<file path="src/rtl/bsg_ready_and_link_wh_rr_concentrator.sv">
// Wormhole concentrator: merges num_in_p ready_and links onto one link with
// round-robin packet arbitration, and routes the return path by header cid.

module bsg_ready_and_link_wh_rr_concentrator_fifo2 #(
   parameter int width_p = 16
) (
   input  logic               clk_i,
   input  logic               reset_i,
   input  logic               v_i,
   input  logic [width_p-1:0] data_i,
   output logic               ready_o,
   output logic               v_o,
   output logic [width_p-1:0] data_o,
   input  logic               yumi_i
);
   logic [width_p-1:0] mem_q [2];
   logic               wrPtr_q, wrPtr_d;
   logic               rdPtr_q, rdPtr_d;
   logic [1:0]         count_q, count_d;
   logic               enq, deq;

   // Handshakes are masked while reset is held so nothing moves during reset.
   assign ready_o = (count_q != 2'd2) && !reset_i;
   assign v_o     = (count_q != 2'd0) && !reset_i;
   assign data_o  = mem_q[rdPtr_q];
   assign enq     = v_i && ready_o;
   assign deq     = yumi_i && v_o;

   always_comb begin
      wrPtr_d = wrPtr_q ^ enq;
      rdPtr_d = rdPtr_q ^ deq;
      count_d = count_q;
      if (enq && !deq) begin
         count_d = count_q + 2'd1;
      end else if (deq && !enq) begin
         count_d = count_q - 2'd1;
      end
   end

   always_ff @(posedge clk_i) begin
      if (reset_i) begin
         wrPtr_q <= 1'b0;
         rdPtr_q <= 1'b0;
         count_q <= 2'd0;
      end else begin
         wrPtr_q <= wrPtr_d;
         rdPtr_q <= rdPtr_d;
         count_q <= count_d;
      end
   end

   always_ff @(posedge clk_i) begin
      if (enq) begin
         mem_q[wrPtr_q] <= data_i;
      end
   end
endmodule

module bsg_ready_and_link_wh_rr_concentrator #(
   parameter int width_p      = 16,
   parameter int num_in_p     = 2,
   parameter int cord_width_p = 4,
   parameter int len_width_p  = 4,
   parameter int cid_width_p  = 4
) (
   input  logic                              clk_i,
   input  logic                              reset_i,
   input  logic [num_in_p-1:0][width_p+1:0]  links_i,
   output logic [num_in_p-1:0][width_p+1:0]  links_o,
   input  logic [width_p+1:0]                single_link_i,
   output logic [width_p+1:0]                single_link_o,
   output logic                              cid_err_o
);
   localparam int selWidth = (num_in_p > 1) ? $clog2(num_in_p) : 1;
   localparam int cidLsb   = cord_width_p + len_width_p;

   typedef enum logic {eIdle, eLocked} state_e;

   logic [num_in_p-1:0]              fwdV, fwdReady, fwdYumi;
   logic [num_in_p-1:0][width_p-1:0] fwdData;
   logic                             revV, revReady, revYumi;
   logic [width_p-1:0]               revData;

   for (genvar k = 0; k < num_in_p; k++) begin : g_in
      bsg_ready_and_link_wh_rr_concentrator_fifo2 #(.width_p(width_p)) fifo (
         .clk_i   (clk_i),
         .reset_i (reset_i),
         .v_i     (links_i[k][width_p+1]),
         .data_i  (links_i[k][width_p:1]),
         .ready_o (fwdReady[k]),
         .v_o     (fwdV[k]),
         .data_o  (fwdData[k]),
         .yumi_i  (fwdYumi[k])
      );
   end

   bsg_ready_and_link_wh_rr_concentrator_fifo2 #(.width_p(width_p)) singleFifo (
      .clk_i   (clk_i),
      .reset_i (reset_i),
      .v_i     (single_link_i[width_p+1]),
      .data_i  (single_link_i[width_p:1]),
      .ready_o (revReady),
      .v_o     (revV),
      .data_o  (revData),
      .yumi_i  (revYumi)
   );

   function automatic logic [selWidth-1:0] nextPtr(input logic [selWidth-1:0] p);
      if (int'(p) == num_in_p - 1) return '0;
      return p + selWidth'(1);
   endfunction

   state_e                fwdState_q, fwdState_d;
   logic [selWidth-1:0]   fwdSel_q, fwdSel_d, rrPtr_q, rrPtr_d;
   logic [len_width_p-1:0] fwdRem_q, fwdRem_d;
   logic [selWidth-1:0]   fwdGrant;
   logic                  fwdFound, fwdOutV, fwdSend;
   logic [width_p-1:0]    fwdOutData;
   int                    fwdIdx;

   // Forward arbiter: search from rrPtr in IDLE, stick to one source while LOCKED.
   always_comb begin
      fwdState_d = fwdState_q;
      fwdSel_d   = fwdSel_q;
      fwdRem_d   = fwdRem_q;
      rrPtr_d    = rrPtr_q;
      fwdGrant   = fwdSel_q;
      fwdFound   = 1'b0;
      fwdIdx     = 0;
      if (fwdState_q == eIdle) begin
         fwdGrant = rrPtr_q;
         for (int i = 0; i < num_in_p; i++) begin
            fwdIdx = int'(rrPtr_q) + i;
            if (fwdIdx >= num_in_p) fwdIdx = fwdIdx - num_in_p;
            if (!fwdFound && fwdV[fwdIdx]) begin
               fwdFound = 1'b1;
               fwdGrant = selWidth'(fwdIdx);
            end
         end
      end
      fwdOutV    = fwdV[fwdGrant];
      fwdOutData = fwdData[fwdGrant];
      fwdSend    = fwdOutV && single_link_i[0];
      fwdYumi    = '0;
      fwdYumi[fwdGrant] = fwdSend;
      if (fwdSend) begin
         if (fwdState_q == eIdle) begin
            if (fwdOutData[cord_width_p +: len_width_p] == '0) begin
               rrPtr_d = nextPtr(fwdGrant);
            end else begin
               fwdState_d = eLocked;
               fwdSel_d   = fwdGrant;
               fwdRem_d   = fwdOutData[cord_width_p +: len_width_p];
            end
         end else begin
            fwdRem_d = fwdRem_q - len_width_p'(1);
            if (fwdRem_q == len_width_p'(1)) begin
               fwdState_d = eIdle;
               rrPtr_d    = nextPtr(fwdSel_q);
            end
         end
      end
   end

   state_e                 revState_q, revState_d;
   logic [selWidth-1:0]    revDst_q, revDst_d;
   logic [len_width_p-1:0] revRem_q, revRem_d;
   logic                   cidErr_q, cidErr_d;
   logic [cid_width_p-1:0] revCid;
   logic                   revCidBad, revSend;
   logic [selWidth-1:0]    revHdrDst, revDst;

   // Out-of-range cids are folded onto the last link and flagged until reset.
   always_comb begin
      revState_d = revState_q;
      revDst_d   = revDst_q;
      revRem_d   = revRem_q;
      cidErr_d   = cidErr_q;
      revCid     = revData[cidLsb +: cid_width_p];
      revCidBad  = int'(revCid) >= num_in_p;
      revHdrDst  = revCidBad ? selWidth'(num_in_p - 1) : revCid[selWidth-1:0];
      revDst     = (revState_q == eIdle) ? revHdrDst : revDst_q;
      revSend    = revV && links_i[revDst][0];
      revYumi    = revSend;
      if (revSend) begin
         if (revState_q == eIdle) begin
            cidErr_d = cidErr_q || revCidBad;
            if (revData[cord_width_p +: len_width_p] != '0) begin
               revState_d = eLocked;
               revDst_d   = revHdrDst;
               revRem_d   = revData[cord_width_p +: len_width_p];
            end
         end else begin
            revRem_d = revRem_q - len_width_p'(1);
            if (revRem_q == len_width_p'(1)) begin
               revState_d = eIdle;
            end
         end
      end
   end

   always_ff @(posedge clk_i) begin
      if (reset_i) begin
         fwdState_q <= eIdle;
         fwdSel_q   <= '0;
         fwdRem_q   <= '0;
         rrPtr_q    <= '0;
         revState_q <= eIdle;
         revDst_q   <= '0;
         revRem_q   <= '0;
         cidErr_q   <= 1'b0;
      end else begin
         fwdState_q <= fwdState_d;
         fwdSel_q   <= fwdSel_d;
         fwdRem_q   <= fwdRem_d;
         rrPtr_q    <= rrPtr_d;
         revState_q <= revState_d;
         revDst_q   <= revDst_d;
         revRem_q   <= revRem_d;
         cidErr_q   <= cidErr_d;
      end
   end

   always_comb begin
      links_o = '0;
      for (int k = 0; k < num_in_p; k++) begin
         links_o[k] = {(revV && (int'(revDst) == k)), revData, fwdReady[k]};
      end
   end

   assign single_link_o = {fwdOutV, fwdOutData, revReady};
   assign cid_err_o     = cidErr_q;
endmodule

</file>
<file path="config.mk">
export PLATFORM = sky130hd
export DESIGN_NAME = bsg_ready_and_link_wh_rr_concentrator
export DESIGN_NICKNAME = d
export VERILOG_FILES = /design/src/rtl/bsg_ready_and_link_wh_rr_concentrator.sv
export SDC_FILE = /design/constraint.sdc
export NUM_CORES = 1
export LEC_CHECK = 0
export ABC_CLOCK_PERIOD_IN_PS = 2600
export CORE_ASPECT_RATIO = 1.2
export CORE_MARGIN = 5
export CORE_UTILIZATION = 47
export DETAILED_ROUTE_END_ITERATION = 12
export PLACE_DENSITY = 0.88
export SETUP_SLACK_MARGIN = 0.02
export SKIP_CTS_REPAIR_TIMING = 1
export SLEW_MARGIN = 40
export SYNTH_ARGS = -nofsm -noshare
export SYNTH_HDL_FRONTEND = slang
export SYNTH_SLANG_ARGS = --single-unit
</file>
<file path="constraint.sdc">
create_clock -name clk_i -period 2.6 [get_ports clk_i]
set_input_delay 0.26 -clock clk_i [delete_from_list [all_inputs] [get_ports clk_i]]
set_output_delay 0.26 -clock clk_i [all_outputs]
set_load 0.01 [all_outputs]
</file>
# Word level (Yosys, flattened, before mapping)
# Memory sizes are Yosys's and may differ from the RTL's. A register that Yosys moved wholly into a read port is not among the register bits.
# Index checks and enable logic that the tools add are counted.
[totals]
input_bits = 56
romBits = 0
mem_count = 3
elab_cells = 173
ram_bits = 96
ff_bits = 26
latch_bits = 0
out_inout_bits = 55
[op_classes]
bitwise = 11
n_mux = 65
n_addsub = 13
order_cmp = 8
reduce_logical = 49
multipliers = 0
shift = 0
div = 0
n_eq_ne = 7
[mem_list]
columns = ["name", "depth", "width", "read_ports", "rd_clocked_by_memory_dff", "wr", "line", "rtl"]
rows = [
  ["g_in[0].fifo.mem_q", 2, 16, 1, 1, 1, "16", "logic [width_p-1:0] mem_q [2];"],
  ["g_in[1].fifo.mem_q", 2, 16, 1, 1, 1, "16", ""],
  ["singleFifo.mem_q", 2, 16, 1, 1, 1, "16", ""],
]
[ops]
columns = ["op", "count"]
rows = [
  ["32-bit two-way mux", 4],
  ["32-bit by 3-bit less-than comparator with 1-bit output (second input constant)", 2],
  ["1-bit two-way mux", 48],
  ["16-bit two-way mux", 2],
  ["1-bit logical AND", 24],
  ["4-bit two-way mux", 4],
  ["2-bit nonzero test", 8],
  ["2-bit two-way mux", 6],
  ["3-bit AND reduction", 3],
  ["4-bit by 1-bit equality test with 1-bit output (second input constant)", 2],
  ["1-bit logical NOT", 8],
  ["2-bit != test (second input constant)", 4],
  ["4-bit by 1-bit subtractor with 4-bit output (second input constant)", 2],
  ["2-bit by 1-bit adder with 2-bit output (second input constant)", 3],
  ["2-bit AND reduction", 3],
  ["2-bit by 1-bit subtractor with 2-bit output (second input constant)", 3],
  ["1-bit bitwise XOR", 6],
  ["4-bit by 2-bit greater-or-equal comparator with 1-bit output (second input constant)", 1],
  ["4-bit logical NOT", 1],
  ["1-bit by 2-bit less-than comparator with 1-bit output (second input constant)", 2],
  ["1-bit NOT", 4],
  ["4-bit nonzero test", 1],
  ["1-bit by 2-bit subtractor with 3-bit output (second input constant)", 1],
  ["2-bit by 2-bit subtractor with 3-bit output (second input constant)", 1],
  ["9 further kinds", 10],
]

# Longest topological paths before layout
# Gate-level depths: netlist (run 1).
[depth]
word_depth = 21
depth_mapped = 11

# Modules after synthesis
# A second synthesis (run 1) with hierarchy kept.
[hier_totals]
hier_cells = 388
hier_area_um2 = 5449.0
[modules_own_cells]
columns = ["mod", "n_inst", "cells_per_inst", "seq_area_each_um2", "area_per_inst_um2"]
rows = [
  ["bsg_ready_and_link_wh_rr_concentrator_fifo2", 3, 74, 1041.0, 1360.1],
  ["bsg_ready_and_link_wh_rr_concentrator", 1, 166, 280.3, 1368.8],
]

# Worst setup path after synthesis (run 1)
# OpenSTA, ideal clock, no wires.
[synth_timing]
kind = "register to register"
startpoint = "memory singleFifo.mem_q[1][11]"
endpoint = "register singleFifo.count_q[1]"
setup_ns = 0.071
stages_incl_launch_ff = 9
t_arrival_ns = 2.538
n_path_buf = 0
synth_period_minus_slack_ns = 2.609
setup_slack_ns = -0.009
path_cell_list = "edfxtp_1 or4b_1 a2111o_1 o211a_2 nor2_2 inv_2 ha_1 or3_1 a21oi_1"
[synth_rtl]
columns = ["element", "line", "rtl"]
rows = [
  ["from (decl)", "16", ""],
  ["to (signal assigned)", "48", "count_q <= count_d;"],
  ["to (decl)", "19", "logic [1:0] count_q, count_d;"],
]

==> impl_metrics.yaml, run 1 <==
flow_run:
  max_cap_violations: 0
timing:
  rsz0062_at_grt: "true"
  fin_ws_ns: -0.02590
  fmax_mhz: 380.8
  relSlewSlack: 0.6123
  setup_viol: 1
  skew_ns: 0.007841
  fin_crit_sh: 1.010
  fin_crit_ns: 2.626
  worstMarginPinSlew_ns: 0.5734
  hold_violations: 0
  hold_ws_ns: 0.4235
  report.final.slew_viol_count: 0
routing:
  dr.pass1.iters: 4
  drt_iter0_drc: 208
  via_count: 3970
  drcViolationCount: 0
  detail-route-antenna-nets: 0
  drt-total-wl_um: 13210
  vias_per_cell: 5.483
  avgRoutedWirePerCell_um: 18.24
placement:
  dp.cells: 689
  dp_slack_ns: -0.05821
  place_congestion: 0.8626
  dpl.hpwl_um: 9099
  port_buffers: 110
synth:
  syn_area_per_cell_sq_um: 12.81
  synth_edf_count: 96
  syn-num-nets: 501
  synth-seq-area-share: 0.6148
  post_synth_instance_area_sq_um: 5535
  synthCells: 432
  ys_ff_latch: 122
  yosys_warnings: 0
  synthFlopType: "edfxtp_1"
  synth_cell_types: 54
  async_flop_share: 0
die:
  start_util: 0.4785
  core_sq_um: 11570
  dieArea_sq_um: 14060
  die_h_um: 128.9
  die_x_um: 109.1
  ios: 111
  num_rows: 43
global_routing:
  grt_usage: 0.1861
  grt_antenna_before_repair: 0
  grt_first_pass_wirelength_um: 20150
  grt_max_degree: 35
  grt_pass1_vias: 4107
  overflow: 0
hold_path:
  holdCritStartpoint: "single_link_i[16]"
  min_path_type: "primary input to flop"
clocking:
  cts_max_level: 4
  clock_latency_ns: 0.41
  clk_path_buf_depth: 2
  path_clk_slew_ns: 0.06
  cts_tree: "done"
  root_buffer: "clkbuf_16"
  cts_buffers: 17
  cts.sinks: 122
power_and_ir_drop:
  power_leakage_nw: 2.785
  vdd_drop_max_v: 0.0005524
  power.density_nw_per_um2: 803.8
critical_path:
  arrival_ns: 2.97
  startpoint: "singleFifo.mem_q[1][11]"
  startpoint_type: "flop"
  cp_max_fo: 3
  endpoint_kind: "flop"
  required_ns: 2.95
  r2r_start: "singleFifo.mem_q[1][11]"
  worstSetupPathType: "flop to flop"
layout:
  areaGrowthSynthToFinish_pct: 36.19
  layout.cells.non_filler: 724
  layout_commonest_cell: "edfxtp_1"
  final_cell_mix: "96 x edfxtp_1, 91 x clkdlybuf4s50_1, 30 x buf_4"
  final_nets: 623
  diodes: 0
  drive_above_1_share: 0.1834
outcome:
  outcome: "finished with violations"
  failed_checks: "setup timing"
==> critical path, cell delays in order (launching register included) <==
cell and delay (ns):
edfxtp_1 0.38, or4b_4 0.55, buf_4 0.17, a211oi_4 0.30, o211a_2 0.26, nor2_4 0.04
inv_2 0.09, ha_1 0.24, or3_1 0.38, a21oi_1 0.14
==> report_power, final <==
| part | switching [W] | internal [W] |
|---|---|---|
| Sequential | 0.000114 | 0.00226 |
| Clock | 0.000896 | 0.00133 |
| Combinational | 0.000699 | 0.000758 |
==> synth_stat cells (2+ instances only) <==
library cell / number / share of area
buf_2: 7 / 0.0063
clkbuf_1: 12 / 0.0081
nand3_1: 3 / 0.0027
o21ai_1: 5 / 0.0045
mux2_2: 20 / 0.041
nor4_1: 4 / 0.0045
dfxtp_1: 26 / 0.094
or4_1: 2 / 0.0027
o311ai_1: 2 / 0.0032
nor4b_1: 3 / 0.0047
buf_4: 20 / 0.027
nand2_1: 15 / 0.010
a22o_1: 4 / 0.0063
nor2_1: 23 / 0.016
buf_1: 2 / 0.0014
and2_1: 7 / 0.0079
or4b_1: 2 / 0.0036
a21oi_1: 27 / 0.024
mux2i_1: 21 / 0.038
nor3b_1: 4 / 0.0054
o211ai_1: 4 / 0.0054
ha_1: 13 / 0.029
edfxtp_1: 96 / 0.52
nor3_1: 6 / 0.0054
o21ai_0: 13 / 0.012
o221a_2: 2 / 0.0041
o21a_1: 6 / 0.0081
inv_1: 16 / 0.011
a31oi_1: 5 / 0.0057
a211oi_1: 13 / 0.018
or3_1: 6 / 0.0068
nor2b_1: 15 / 0.017
xor2_1: 6 / 0.0095
nand2b_1: 2 / 0.0023
==> routing by layer <==
layer | GRT usage | part of all wire | vias to the layer above
met5 | 0 | 0 | -
met4 | 0.06835 | 0.020 | 0
met3 | 0.05720 | 0.072 | 26
met2 | 0.3228 | 0.52 | 170
met1 | 0.2156 | 0.39 | 1917
li1 | - | - | 1857
==> registers in the layout, summed over array words and instances, names as in the netlist, 2 cells and up <==
register,cells
g_in.fifo.mem_q,64
g_in.fifo.wrPtr_q,2
singleFifo.mem_q,32
g_in.fifo.count_q,4
revRem_q,4
fwdRem_q,4
singleFifo.count_q,2
g_in.fifo.rdPtr_q,2
==> final cells by class <==
class                           count  area [sq um]
Clock buffer                       17         425.4
Clock inverter                     15         137.6
Fill cell                         805          4029
Inverter                           17         63.81
Multi-Input combinational cell    252          1866
Sequential cell                   122          3407
Tap cell                          157         196.4
Timing Repair Buffer              144          1443
==> per-stage QoR <==
stage               utilization  total power [W]  setup TNS (ns)  cell area, sq um
floorplan                     -         0.003199               0              5539
global placement         0.5917         0.003764        -0.01333              6844
detailed placement       0.5917         0.003816         -0.4915              6844
CTS                      0.6403         0.006060          -4.622              7407
global route             0.6517         0.006324         -0.2610              7538
finish                   0.6517         0.006060        -0.02590              7538
==> worst paths after layout <==
| path | cells after the start | end | slack [ns] |
|---|---|---|---|
| worst max-delay path | 9 | singleFifo.count_q[1] | -0.03 |
| worst min-delay path | 1 | singleFifo.mem_q[0][15] | 0.42 |
| worst max register to register | 9 | singleFifo.count_q[1] | -0.03 |
| worst min register to register | 1 | cid_err_o | 0.48 |
==> kinds of logic (layout without fill, tap and decap cells) <==
logic type | Yosys count | in the layout | synth area share
xor gates and xnor gates | 6 | 6 | 0.009494
muxes | 41 | 41 | 0.07866
and+or+nand+nor | 94 | 94 | 0.09155
DFF | 122 | 122 | 0.6148
AOI/OAI and AO/OA | 98 | 98 | 0.1216
adders and majority gates | 13 | 13 | 0.02939
buffers and inverters | 58 | 193 | 0.05447
No activity file was read; power rests on OpenSTA's default activity.
==> run 2: changes to the inputs <==
- MAX_ROUTING_LAYER: default -> met4
==> run 2 against run 1 <==
Compared with the run above: the run now ends clean; global-route usage increased by 0.65 points; critical path depth decreased by 2; via count increased by 1.2%; sequential share of layout area about the same; setup slack improved by 0.060 ns; clock skew increased by 0.0015 ns.
==> impl_metrics.yaml, run 2 (same netlist as run 1, synthesis figures left out) <==
critical_path:
  worstSetupPathType: "flop to primary output"
  reg2reg_to: "singleFifo.count_q[1]"
  startpoint_type: "flop"
  endpoint_kind: "primary output"
  r2r_start: "singleFifo.mem_q[0][9]"
  required_ns: 2.34
  r2r_slack_ns: 0.05
  r2r_cells: 9
  cp_max_fo: 3
  arrival_ns: 2.31
timing:
  skew_ns: 0.009324
  setup_viol: 0
  fin_ws_ns: 0.03397
  fin_crit_ns: 2.566
  worstMarginPinSlew_ns: 0.6100
  hold_violations: 0
  hold_ws_ns: 0.4262
  fin_crit_sh: 0.9869
  rsz0062_at_grt: "true"
  fmax_mhz: 389.7
  relSlewSlack: 0.5933
  report.final.slew_viol_count: 0
layout:
  layout.cells.non_filler: 725
  fillers: 822
  regMostFlops: "g_in.fifo.mem_q"
  reg.largest.list: "g_in.fifo.mem_q (64), singleFifo.mem_q (32)"
  areaGrowthSynthToFinish_pct: 36.14
  drive_above_1_share: 0.1849
  final_nets: 624
  final_util: 0.6515
  final_cell_mix: "96 x edfxtp_1, 91 x clkdlybuf4s50_1, 32 x buf_4"
  fin_area_sq_um: 7536
  diodes: 0
  largest_reg_flops: 64
  layout_commonest_cell: "edfxtp_1"
placement:
  place_congestion: 0.9044
  dpl.hpwl_um: 9173
  dpl_cell_area_sq_um: 6844
  dp.cells: 689
  dp_slack_ns: -0.06716
  port_buffers: 110
flow_run:
  max_cap_violations: 0
routing:
  detail-route-antenna-nets: 0
  drt_iter0_drc: 179
  drt-total-wl_um: 13250
  via_count: 4019
  avgRoutedWirePerCell_um: 18.28
  vias_per_cell: 5.543
  drcViolationCount: 0
  dr.pass1.iters: 4
outcome:
  outcome: "complete, no violations"
hold_path:
  holdCritStartpoint: "single_link_i[10]"
  holdPathStages: 1
  whs_endpoint: "singleFifo.mem_q[1][9]"
  min_path_type: "primary input to flop"
clocking:
  cts_tree: "done"
  cts_max_level: 4
  cts.sinks: 122
  path_clk_slew_ns: 0.06
  clock_latency_ns: 0.41
  root_buffer: "clkbuf_16"
  clk_path_buf_depth: 2
  cts_buffers: 17
die:
  die_x_um: 109.1
  num_rows: 43
  die_h_um: 128.9
  core_sq_um: 11570
  dieArea_sq_um: 14060
  start_util: 0.4785
  ios: 111
power_and_ir_drop:
  vdd_drop_max_v: 0.0005383
  power_leakage_nw: 2.777
  power.density_nw_per_um2: 792.6
global_routing:
  grt_first_pass_wirelength_um: 20270
  grt_max_degree: 35
  overflow: 0
  grt_usage: 0.1926
  grt_pass1_vias: 4247
  grt_antenna_before_repair: 0
run 2: area by class of cell:
type | count | area, sq um | share of cell area
clock buffer | 18 | 429.2 | 0.05695
clock inverter | 14 | 112.6 | 0.01494
inverter | 17 | 63.81 | 0.008468
multi-input combinational | 252 | 1891 | 0.2509
sequential | 122 | 3406 | 0.4519
tap | 157 | 196.4 | 0.02607
timing repair buffer | 145 | 1438 | 0.1908
run 2: worst max-delay path by stage:
stage | from | to | slack, ns | cells past startpoint
2_1_floorplan | singleFifo.mem_q[1][11] | singleFifo.count_q[1] | 0.02 | 8
3_5_place_dp | reset_i | single_link_o[4] | -0.07 | 8
5_1_grt | singleFifo.mem_q[0][9] | links_o[17] | -0.04 | 7
6_report | singleFifo.mem_q[1][11] | links_o[17] | 0.03 | 7
3_3_place_gp | reset_i | single_link_o[17] | -0.009 | 7
4_1_cts | singleFifo.mem_q[1][11] | links_o[17] | -0.33 | 7
run 2: stage by stage:
| stage | power, W | setup TNS, ns |
|---|---|---|
| after floorplan | 0.003199 | 0 |
| after global placement | 0.003766 | -0.009362 |
| after detailed placement | 0.003818 | -0.5248 |
| after CTS | 0.005965 | -4.168 |
| after global routing | 0.006240 | -0.04656 |
| final | 0.005973 | 0 |
run 2: where the power goes:
group          switching (W)  internal [W]  leakage [nW]
sequential          0.000114       0.00226          1.09
clock               0.000897       0.00124         0.263
combinational       0.000701      0.000761          1.42
total                0.00171       0.00426          2.78
run 2: metal layers:
metal  global-route usage  vias up  part of all wire
li1                     -     1864                 -
met3              0.05569       29             0.060
met1               0.2142     1965              0.41
met5                    -        -                 0
met2               0.3308      161              0.51
met4              0.06241        0             0.021
run 2: critical path, cell delays in order (launching register included):
cell and delay (ns):
edfxtp_1 0.41, or4b_4 0.56, buf_4 0.17, a211oi_4 0.27, buf_4 0.17, nor2_1 0.04, nor2_1 0.11, buf_2 0.16
==> run 3: changes to the inputs <==
- CORE_UTILIZATION: 47 -> 46
- HOLD_SLACK_MARGIN: default -> 0.12
- PLACE_DENSITY: 0.88 -> 0.87
- SYNTH_HIERARCHICAL: default -> 1
==> run 3 against run 2 <==
Compared with the run above: worst hold slack got worse by 0.034 ns; first-iteration DRC count increased by 36%; combinational power decreased by 45%; non-clock buffer count increased by 13; sequential share of layout area decreased by 0.84 points; register-to-register slack got worse by 0.04 ns; synthesized area decreased by 1.6%; via count decreased by 7.3%; design area increased by 2.3%; critical path depth increased by 4; critical path type is now flop to flop; largest power group unchanged.
==> impl_metrics.yaml, run 3 <==
outcome:
  outcome: "complete, no violations"
critical_path:
  startpoint_type: "flop"
  crit_top_cell: "mux2_4"
  cpPeakStageDelay_ns: 0.39
  required_ns: 2.93
  worstSetupPathType: "flop to flop"
  path_cells: "mux2_4 -> nor4_4 -> buf_4 -> mux2_4 -> and2_4 -> inv_4 -> nand2_4 -> ha_4 -> xor2_2 -> or3_1 -> a21oi_1"
  r2r_start: "singleFifo/rdPtr_q"
  startpoint: "singleFifo/rdPtr_q"
  endpoint_kind: "flop"
  cp_slowest_cell: "dfxtp_4"
  cp_max_fo: 6
  path_delay_family: "simple AND/OR/NAND/NOR gates"
  cp.buffers_inverters: 2
  arrival_ns: 2.92
hold_path:
  min_path_type: "primary input to flop"
  holdCritStartpoint: "reset_i"
timing:
  relSlewSlack: 0.7781
  worstMarginPinSlew_ns: 0.3285
  fin_crit_ns: 2.585
  setup_viol: 0
  fin_ws_ns: 0.01469
  fmax_mhz: 386.8
  skew_ns: 0.008992
  report.final.slew_viol_count: 0
  hold_violations: 0
  fin_crit_sh: 0.9944
  rsz0062_at_grt: "true"
synth:
  ys_ff_latch: 122
  post_synth_instance_area_sq_um: 5449
  async_flop_share: 0
  synth_cell_types: 48
  synth.most_common_cell: "edfxtp_1"
  syn-num-nets: 457
  synthTopCellsByCount: "96 x edfxtp_1, 67 x mux2_2, 26 x dfxtp_1, 26 x nor2_1, 21 x buf_4"
  synthCells: 388
  synthTopCellsByArea: "edfxtp_1 53%, mux2_2 14%, dfxtp_1 9.6%"
  synth-seq-area-share: 0.6246
  syn_area_per_cell_sq_um: 14.04
  synthFlopType: "edfxtp_1"
  yosys_warnings: 6
  yosysTopAreaCellShare: 0.5290
  synth_top_area_cell: "edfxtp_1"
  synth_edf_count: 96
placement:
  place_congestion: 0.8481
  dp.cells: 662
  dp_slack_ns: -0.3105
  dpl.hpwl_um: 8894
  port_buffers: 110
clocking:
  root_buffer: "clkbuf_16"
  cts_tree: "done"
  cts_buffers: 17
  cts.sinks: 122
  cts_max_level: 4
  clk_path_buf_depth: 2
  path_clk_slew_ns: 0.06
  clock_latency_ns: 0.41
die:
  die_x_um: 109.4
  num_rows: 43
  start_util: 0.4711
  core_sq_um: 11570
  dieArea_sq_um: 14130
  ios: 111
  die_h_um: 129.2
layout:
  regMostFlops: "g_in.fifo/mem_q"
  layout_commonest_cell: "edfxtp_1"
  fillers: 752
  layout.cells.non_filler: 706
  final_nets: 605
  diodes: 0
  areaGrowthSynthToFinish_pct: 41.42
  final_cell_mix: "96 x edfxtp_1, 90 x clkdlybuf4s50_1, 56 x mux2_2"
  largest_reg_flops: 64
  drive_above_1_share: 0.3479
  reg.largest.list: "g_in.fifo/mem_q (64), singleFifo/mem_q (32)"
power_and_ir_drop:
  vdd_drop_max_v: 0.0005160
  power_leakage_nw: 2.917
  power.density_nw_per_um2: 680.0
global_routing:
  grt_antenna_before_repair: 0
  grt_first_pass_wirelength_um: 19440
  grt_usage: 0.1889
  grt_max_degree: 21
  grt_pass1_vias: 3921
  overflow: 0
flow_run:
  max_cap_violations: 0
routing:
  avgRoutedWirePerCell_um: 18.18
  detail-route-antenna-nets: 0
  via_count: 3727
  drt-total-wl_um: 12840
  vias_per_cell: 5.279
  drcViolationCount: 0
  dr.pass1.iters: 4
  drt_iter0_drc: 243
-- run 3: changes by cell type after synthesis, moves of 4 or more --
| cell | change |
|---|---|
| nor3b_1 | -4 |
| a211oi_1 | -11 |
| mux2i_1 | -17 |
| nor2b_1 | -14 |
| mux2_2 | +47 |
| clkbuf_1 | -9 |
| o21ai_1 | -5 |
| o21a_1 | -4 |
| a21oi_1 | -14 |
-- run 3: area by class of cell --
type	instances	area [sq um]	share of cell area
Timing Repair Buffer	158	1533	0.1989
Multi-Input combinational cell	219	1932	0.2507
Sequential cell	122	3418	0.4436
Tap cell	157	196.4	0.02549
Clock buffer	17	425.4	0.05520
Inverter	18	70.07	0.009092
Clock inverter	15	131.4	0.01705
-- run 3: cells by family after synthesis --
kind of cell | after synthesis | share of synthesized area
flip-flops | 122 | 0.6246
adder cells (fa/ha/maj) | 13 | 0.02985
AO/OA/AOI/OAI | 55 | 0.07095
XOR/XNOR | 10 | 0.01607
buffers and inverters | 47 | 0.04799
multiplexers | 71 | 0.1458
AND/OR/NAND/NOR | 70 | 0.06475
-- run 3: worst reg2reg max path, stage by stage, from the launching register on --
cell and delay [ns]:
dfxtp_4 0.39, mux2_4 0.33, nor4_4 0.33, buf_4 0.17, mux2_4 0.29, and2_4 0.16
inv_4 0.06, nand2_4 0.05, ha_4 0.15, xor2_2 0.14, or3_1 0.31, a21oi_1 0.13
-- run 3: power by group --
| part | internal [W] | switching (W) | total, W |
|---|---|---|---|
| logic | 0.000441 | 0.000356 | 0.000796 |
| registers | 0.00221 | 0.0000468 | 0.00225 |
| clock network | 0.00125 | 0.000939 | 0.00219 |
| total | 0.00390 | 0.00134 | 0.00524 |
-- run 3: final timing paths --
path / slack, ns / endpoint / cells after the start
setup / recovery: 0.01 / singleFifo/count_q[1] / 11
hold / removal: 0.39 / fwdRem_q[3] / 3
setup reg to reg: 0.01 / singleFifo/count_q[1] / 11
hold reg to reg: 0.47 / cid_err_o / 1
-- run 3: per-stage QoR --
| step | TNS [ns] | total power [W] | hold WS, ns | cell area (sq um) | util |
|---|---|---|---|---|---|
| floorplan | -0.004104 | 0.002652 | 0.3291 | 5520 | - |
| global placement | -4.285 | 0.002976 | 0.4529 | 6919 | 0.5982 |
| detailed placement | -5.514 | 0.003008 | 0.4625 | 6919 | 0.5982 |
| CTS | -7.925 | 0.005198 | 0.4124 | 7476 | 0.6463 |
| global route | -0.8163 | 0.005442 | 0.4031 | 7706 | 0.6662 |
| finish | 0 | 0.005240 | 0.3925 | 7706 | 0.6662 |
-- run 3: layer usage --
metal / wire length [um] / GRT usage / part of all wire / vias to the layer above
li1: - / - / - / 1733
met1: 4776 / 0.1909 / 0.37 / 1820
met2: 6885 / 0.3363 / 0.54 / 159
met3: 963 / 0.05630 / 0.075 / 15
met4: 212 / 0.07850 / 0.017 / 0
met5: 0 / - / 0 / -
